`src/rtl/stack_pkg.sv`:
```
// Shared constants and command decode for the operand stack used by the
// multicycle stack CPU datapath.
package stack_pkg;

  localparam int STACK_WIDTH = 8;
  localparam int STACK_DEPTH = 16;

  typedef enum logic [2:0] {
    CMD_NOP,
    CMD_PUSH,
    CMD_POP,
    CMD_PEEK,
    CMD_REPLACE,
    CMD_PUSH_PEEK
  } cmd_e;

  // Pop dominates tos; Push combined with a read becomes a single compound command.
  function automatic cmd_e decodeCmd(input logic push, input logic pop, input logic peek);
    cmd_e cmd;
    if (push && pop)       cmd = CMD_REPLACE;
    else if (push && peek) cmd = CMD_PUSH_PEEK;
    else if (push)         cmd = CMD_PUSH;
    else if (pop)          cmd = CMD_POP;
    else if (peek)         cmd = CMD_PEEK;
    else                   cmd = CMD_NOP;
    return cmd;
  endfunction

endpackage

```
`src/rtl/stack_ram.sv`:
```
// DEPTH x WIDTH register array: synchronous write, asynchronous read.
// Contents are deliberately not reset.
module stack_ram
  import stack_pkg::*;
#(
  parameter int WIDTH = STACK_WIDTH,
  parameter int DEPTH = STACK_DEPTH
) (
  input  logic                     clk,
  input  logic                     we,
  input  logic [$clog2(DEPTH)-1:0] waddr,
  input  logic [WIDTH-1:0]         wdata,
  input  logic [$clog2(DEPTH)-1:0] raddr,
  output logic [WIDTH-1:0]         rdata
);

  logic [WIDTH-1:0] r_mem [DEPTH];

  always_ff @(posedge clk) begin
    if (we) r_mem[waddr] <= wdata;
  end

  assign rdata = r_mem[raddr];

endmodule

```
`src/rtl/stack_unit.sv`:
```
// Operand stack responding to the controller's Push / Pop / tos pulses.
// Holds the stack pointer, status/error flags and the registered read port.
module stack_unit
  import stack_pkg::*;
#(
  parameter int WIDTH = STACK_WIDTH,
  parameter int DEPTH = STACK_DEPTH
) (
  input  logic                   clk,
  input  logic                   rst,
  input  logic                   Push,
  input  logic                   Pop,
  input  logic                   tos,
  input  logic [WIDTH-1:0]       din,
  input  logic                   clr_err,
  output logic [WIDTH-1:0]       dout,
  output logic                   empty,
  output logic                   full,
  output logic [$clog2(DEPTH):0] count,
  output logic                   overflow,
  output logic                   underflow
);

  localparam int PTR_W = $clog2(DEPTH);

  // sp doubles as the entry count: it is one bit wider so DEPTH is representable.
  logic [PTR_W:0]   r_sp;
  logic [WIDTH-1:0] r_dout;
  logic             r_empty;
  logic             r_full;
  logic             r_overflow;
  logic             r_underflow;

  cmd_e             w_cmd;
  logic             w_we;
  logic [PTR_W-1:0] w_waddr;
  logic [PTR_W-1:0] w_freeAddr;
  logic [PTR_W-1:0] w_topAddr;
  logic [WIDTH-1:0] w_rdata;
  logic [PTR_W:0]   w_spNext;
  logic             w_loadDout;
  logic             w_ovfEv;
  logic             w_udfEv;

  assign w_freeAddr = r_sp[PTR_W-1:0];
  assign w_topAddr  = r_sp[PTR_W-1:0] - PTR_W'(1);

  stack_ram #(
    .WIDTH(WIDTH),
    .DEPTH(DEPTH)
  ) u_ram (
    .clk  (clk),
    .we   (w_we & ~rst),
    .waddr(w_waddr),
    .wdata(din),
    .raddr(w_topAddr),
    .rdata(w_rdata)
  );

  always_comb begin
    w_cmd      = decodeCmd(Push, Pop, tos);
    w_we       = 1'b0;
    w_waddr    = w_freeAddr;
    w_spNext   = r_sp;
    w_loadDout = 1'b0;
    w_ovfEv    = 1'b0;
    w_udfEv    = 1'b0;
    case (w_cmd)
      CMD_PUSH: begin
        if (!r_full) begin
          w_we     = 1'b1;
          w_spNext = r_sp + (PTR_W+1)'(1);
        end else begin
          w_ovfEv = 1'b1;
        end
      end
      CMD_POP: begin
        if (!r_empty) begin
          w_loadDout = 1'b1;
          w_spNext   = r_sp - (PTR_W+1)'(1);
        end else begin
          w_udfEv = 1'b1;
        end
      end
      CMD_PEEK: begin
        if (!r_empty) w_loadDout = 1'b1;
        else          w_udfEv    = 1'b1;
      end
      CMD_REPLACE: begin
        // On an empty stack the push half still lands in slot 0.
        w_we = 1'b1;
        if (!r_empty) begin
          w_loadDout = 1'b1;
          w_waddr    = w_topAddr;
        end else begin
          w_udfEv  = 1'b1;
          w_spNext = r_sp + (PTR_W+1)'(1);
        end
      end
      CMD_PUSH_PEEK: begin
        if (!r_empty) w_loadDout = 1'b1;
        else          w_udfEv    = 1'b1;
        if (!r_full) begin
          w_we     = 1'b1;
          w_spNext = r_sp + (PTR_W+1)'(1);
        end else begin
          w_ovfEv = 1'b1;
        end
      end
      default: ;
    endcase
  end

  // Error flags: a new event in the same cycle as clr_err keeps its flag set.
  always_ff @(posedge clk) begin
    if (rst) begin
      r_sp        <= '0;
      r_dout      <= '0;
      r_empty     <= 1'b1;
      r_full      <= 1'b0;
      r_overflow  <= 1'b0;
      r_underflow <= 1'b0;
    end else begin
      r_sp        <= w_spNext;
      r_empty     <= (w_spNext == '0);
      r_full      <= (w_spNext == (PTR_W+1)'(DEPTH));
      r_overflow  <= (r_overflow & ~clr_err) | w_ovfEv;
      r_underflow <= (r_underflow & ~clr_err) | w_udfEv;
      if (w_loadDout) r_dout <= w_rdata;
    end
  end

  assign dout      = r_dout;
  assign empty     = r_empty;
  assign full      = r_full;
  assign count     = r_sp;
  assign overflow  = r_overflow;
  assign underflow = r_underflow;

endmodule

```
`config.mk`:
```
export PLATFORM = sky130hd
export DESIGN_NAME = stack_unit
export DESIGN_NICKNAME = d
export VERILOG_FILES = /design/src/rtl/stack_pkg.sv /design/src/rtl/stack_ram.sv /design/src/rtl/stack_unit.sv
export SDC_FILE = /design/constraint.sdc
export NUM_CORES = 1
export LEC_CHECK = 0
export CELL_PAD_IN_SITES_DETAIL_PLACEMENT = 1
export CELL_PAD_IN_SITES_GLOBAL_PLACEMENT = 1
export CORE_UTILIZATION = 40
export DETAILED_ROUTE_END_ITERATION = 7
export GPL_TIMING_DRIVEN = 0
export PLACE_DENSITY = 0.75
export SETUP_SLACK_MARGIN = 0.02
export SLEW_MARGIN = 20
export SYNTH_ARGS = -nofsm -noshare
export SYNTH_HDL_FRONTEND = slang
export SYNTH_HIERARCHICAL = 1
export SYNTH_SLANG_ARGS = --single-unit
```
`constraint.sdc`:
```
create_clock -name clk -period 2.5 [get_ports clk]
set_input_delay 0.375 -clock clk [delete_from_list [all_inputs] [get_ports clk]]
set_output_delay 0.375 -clock clk [all_outputs]
set_load 0.01 [all_outputs]
```
==> reports/metrics.yaml <==
status:
  status: "completed"
setup_path:
  rr_endpoint: "u_ram/r_mem[7][4]"
  crit-reg2reg-launch: "count[1]"
  setup.worst_path.start_class: "flop"
  crit_chain: "clkbuf_4 -> inv_1 -> ha_4 -> nand3_1 -> xnor2_1 -> nand3b_1 -> buf_4 -> nor2_4 -> buf_12"
  cp.required_ns: 2.64
  cp_max_fo: 8
  cp_num_buf_inv: 4
  reg2regPathDepth: 9
  slowest_delay_ns: 0.38
  worst-path-stages: 9
  crit_slowest_cell: "sky130_fd_sc_hd__xnor2_1"
  cpLargestDelayFamily: "buffers and inverters"
  r2r_slack_ns: 0.07
  crit_arrival_ns: 2.57
  critical_path_class: "reg -> reg"
  setup.worst_path.end_class: "flop"
yosys:
  ys.warnings.count: 6
  synth.distinct_cells: 49
  synth.area.top_cells: "sky130_fd_sc_hd__edfxtp_1, sky130_fd_sc_hd__mux4_2, sky130_fd_sc_hd__mux4_1, sky130_fd_sc_hd__dfxtp_1, sky130_fd_sc_hd__a22oi_1"
  synthesis.nets: 358
  synth-seq-area-share: 0.6978
  ys_seq_elements: 145
  synth_largest_area_cell: "sky130_fd_sc_hd__edfxtp_1"
  post_synth.cell_area_avg_um2: 17.53
  synth_area_um2: 5996
  synthesis.instances: 342
  synth_largest_type_area_fraction: 0.6411
pwr:
  combinationalPowerShare: 0.259
  switchingPower_mw: 2.052
  p_clk_frac: 0.333
  p_int_mw: 4.783
  design_power_total_mw: 6.836
  switching_share: 0.3002
  leakage_power_summed_over_all_cells_nw: 2.525
  share_seq_of_total_power: 0.408
  power_per_cell_area_nw_per_um2: 897.2
  vdd.ir_drop.worst_mv: 0.9156
grt:
  number_of_antenna_violations_at_the_first_check_in_global_routing: 0
  first_global_vias: 3681
  gr-total-overflow: 0
  grt_start_max_net_pins: 17
  grt_pass1_wl_um: 22220
  grt_util_all_layers: 0.2017
floorplanning:
  row_count: 44
  initial_core_util: 0.4110
  core_area_um2: 14590
  die_boundary_height_um: 124.4
  die-area_um2: 15480
  pin_count: 31
  die_w_um: 124.4
worst_hold_path:
  hold-path-endpoint: "underflow"
  worst_hold_path.num_cells: 3
  hold_start: "Pop"
  timing.hold.worst.class: "in -> reg"
flow_run:
  maxCapViolCount: 0
place:
  portBuffers: 28
  dp.cells: 555
  dp_hpwl_um: 8942
  place_ws_ns: -1.076
  gp_congestion: 0.7571
clocking:
  h_tree_lvl_count: 4
  cts_hold_repair.buffers: 0
  clock-root-buffer: "sky130_fd_sc_hd__clkbuf_16"
  clock_tree_buf_depth: 2
  path_clk_slew_ns: 0.06
  cts-buffers-inserted: 17
  cts_tree: "built"
  numClockSinks: 145
  clock_insertion_delay_worst_skew_ns: 0.43
layout:
  nets: 429
  multiInputGateArea_um2: 1872
  area.growth.synth_to_final_pct: 27.07
  antenna_cells: 0
  num-fill-cells: 1317
  layout_cell_share_with_drive_strength_beyond_1: 0.2981
  post_layout_nonfiller_instances: 610
  layout.area.seq_um2: 4184
  layout_commonest_cell: "sky130_fd_sc_hd__edfxtp_1"
  layout_common_cells: "sky130_fd_sc_hd__edfxtp_1, sky130_fd_sc_hd__nand2_1, sky130_fd_sc_hd__clkdlybuf4s50_1, sky130_fd_sc_hd__mux4_2"
route:
  final_wl_um: 14950
  drt_iter0_drc: 276
  number_of_drc_violations_after_detailed_routing: 0
  detail_route.wl_per_cell_um: 24.51
  detailedRoute.firstPassIterationCount: 4
  postRouteAntennaNets: 0
  via_per_inst: 5.639
  num_vias: 3440
timing:
  drv_slew: 0
  post_layout_min_period_ns: 2.428
  worst_clock_skew_ns: 0.01124
  max_slew.worst_pin.slew_ns: 0.5969
  fmaxAchievable_mhz: 411.8
  grt_setup_unrepaired: "true"
  layout_worst_path_cycle_share: 0.9713
  post-route-worst-setup-slack_ns: 0.07163
  number_of_hold_violations_in_the_final_report: 0
  setup_viol: 0
  slew_headroom: 0.6009
==> per-stage QoR <==
step | TNS, ns | hold WS [ns] | utilization | area (um2)
final | 0 | 0.3022 | 0.5222 | 7619
after floorplan | 0 | 0.4739 | - | 6001
after detailed placement | -105.39 | 0.4587 | 0.4479 | 6534
after global routing | -1.857 | 0.3187 | 0.5222 | 7619
after CTS | 0 | 0.2819 | 0.5131 | 7486
after global placement | -89.14 | 0.4452 | 0.4463 | 6511
==> sequential cells by signal (all words and copies together), names as in the netlist <==
signal       count
u_ram/r_mem    128
dout             8
count            5
empty            1
full             1
overflow         1
underflow        1
==> worst reg2reg max path: stages, from the launching register on <==
cell                       delay (ns)
sky130_fd_sc_hd__dfxtp_1         0.33
sky130_fd_sc_hd__clkbuf_4        0.20
sky130_fd_sc_hd__inv_1           0.16
sky130_fd_sc_hd__ha_4            0.18
sky130_fd_sc_hd__nand3_1         0.10
sky130_fd_sc_hd__xnor2_1         0.38
sky130_fd_sc_hd__nand3b_1        0.27
sky130_fd_sc_hd__buf_4           0.25
sky130_fd_sc_hd__nor2_4          0.13
sky130_fd_sc_hd__buf_12          0.15
==> worst max path at each step <==
stage               startpoint                 end
finish                count[1]   u_ram/r_mem[7][4]
CTS                   count[1]   u_ram/r_mem[0][3]
global placement          Push   u_ram/r_mem[4][4]
floorplan             count[1]  u_ram/r_mem[15][0]
global route          count[1]   u_ram/r_mem[7][4]
detailed placement        Push   u_ram/r_mem[6][1]
==> routing by layer <==
metal / GRT usage / vias up / routed length [um]
met4: 0.1021 / 0 / 439
met3: 0.05198 / 29 / 829
met5: 0 / - / 0
li1: - / 1502 / -
met1: 0.2376 / 1781 / 5919
met2: 0.3412 / 128 / 7761
==> area by class of cell <==
cell class,count,share of cell area
repair buffers,52,0.08179
inverters,3,0.001478
clock inverters,12,0.01133
flip-flops and latches,145,0.5492
plain buffers,20,0.02299
well taps,184,0.03022
clock buffers,20,0.05732
multi-input cells,174,0.2457
==> kinds of logic (layout without fill, tap and decap cells) <==
| kind of cell | after synthesis | count (layout) | synth area share |
|---|---|---|---|
| xor+xnor | 7 | 7 | 0.01148 |
| mux | 32 | 32 | 0.1290 |
| compound gates | 43 | 43 | 0.05029 |
| simple gates | 90 | 90 | 0.07972 |
| fa+ha+maj | 2 | 2 | 0.004173 |
| buf+inv | 23 | 107 | 0.02754 |
| flops | 145 | 145 | 0.6978 |
==> cell usage after synthesis, drive strengths merged <==
library cell	count
nand2b	6
nor4	1
or3b	2
o31ai	1
inv	3
and2b	1
nand3b	3
or2	1
nand3	4
ha	2
edfxtp	128
a31o	1
nand4b	1
nand2	31
a221oi	1
nor3b	2
nand4	1
nor2b	4
clkdlybuf4s25	3
buf	13
nor4bb	1
a32oi	1
dfxtp	17
or3	1
a22oi	16
xnor2	4
a211oi	1
nor2	23
and2	1
xor2	3
clkbuf	4
mux4	32
a21boi	1
o221a	1
o21ai	4
o32ai	1
a21oi	14
a2bb2oi	1
nor3	7
==> power by group through the flow <==
| stage | Combinational (mW) | Clock, mW | Sequential, mW |
|---|---|---|---|
| 4_1_cts | 1.65 | 2.32 | 2.79 |
| 3_5_place_dp | 1.47 | 0 | 2.84 |
| 5_1_grt | 1.86 | 2.39 | 2.80 |
| 2_1_floorplan | 0.926 | 0 | 2.85 |
| 6_report | 1.77 | 2.28 | 2.79 |
| 3_3_place_gp | 1.41 | 0 | 2.83 |
==> timing repair <==
action / 4_1_cts / 5_1_grt
pin swaps: 10 / 7
gates resized for setup: 48 / 5
setup endpoints to repair: 134 / 128
buffers inserted: 13 / 10
(Power assumes the default switching activity.)
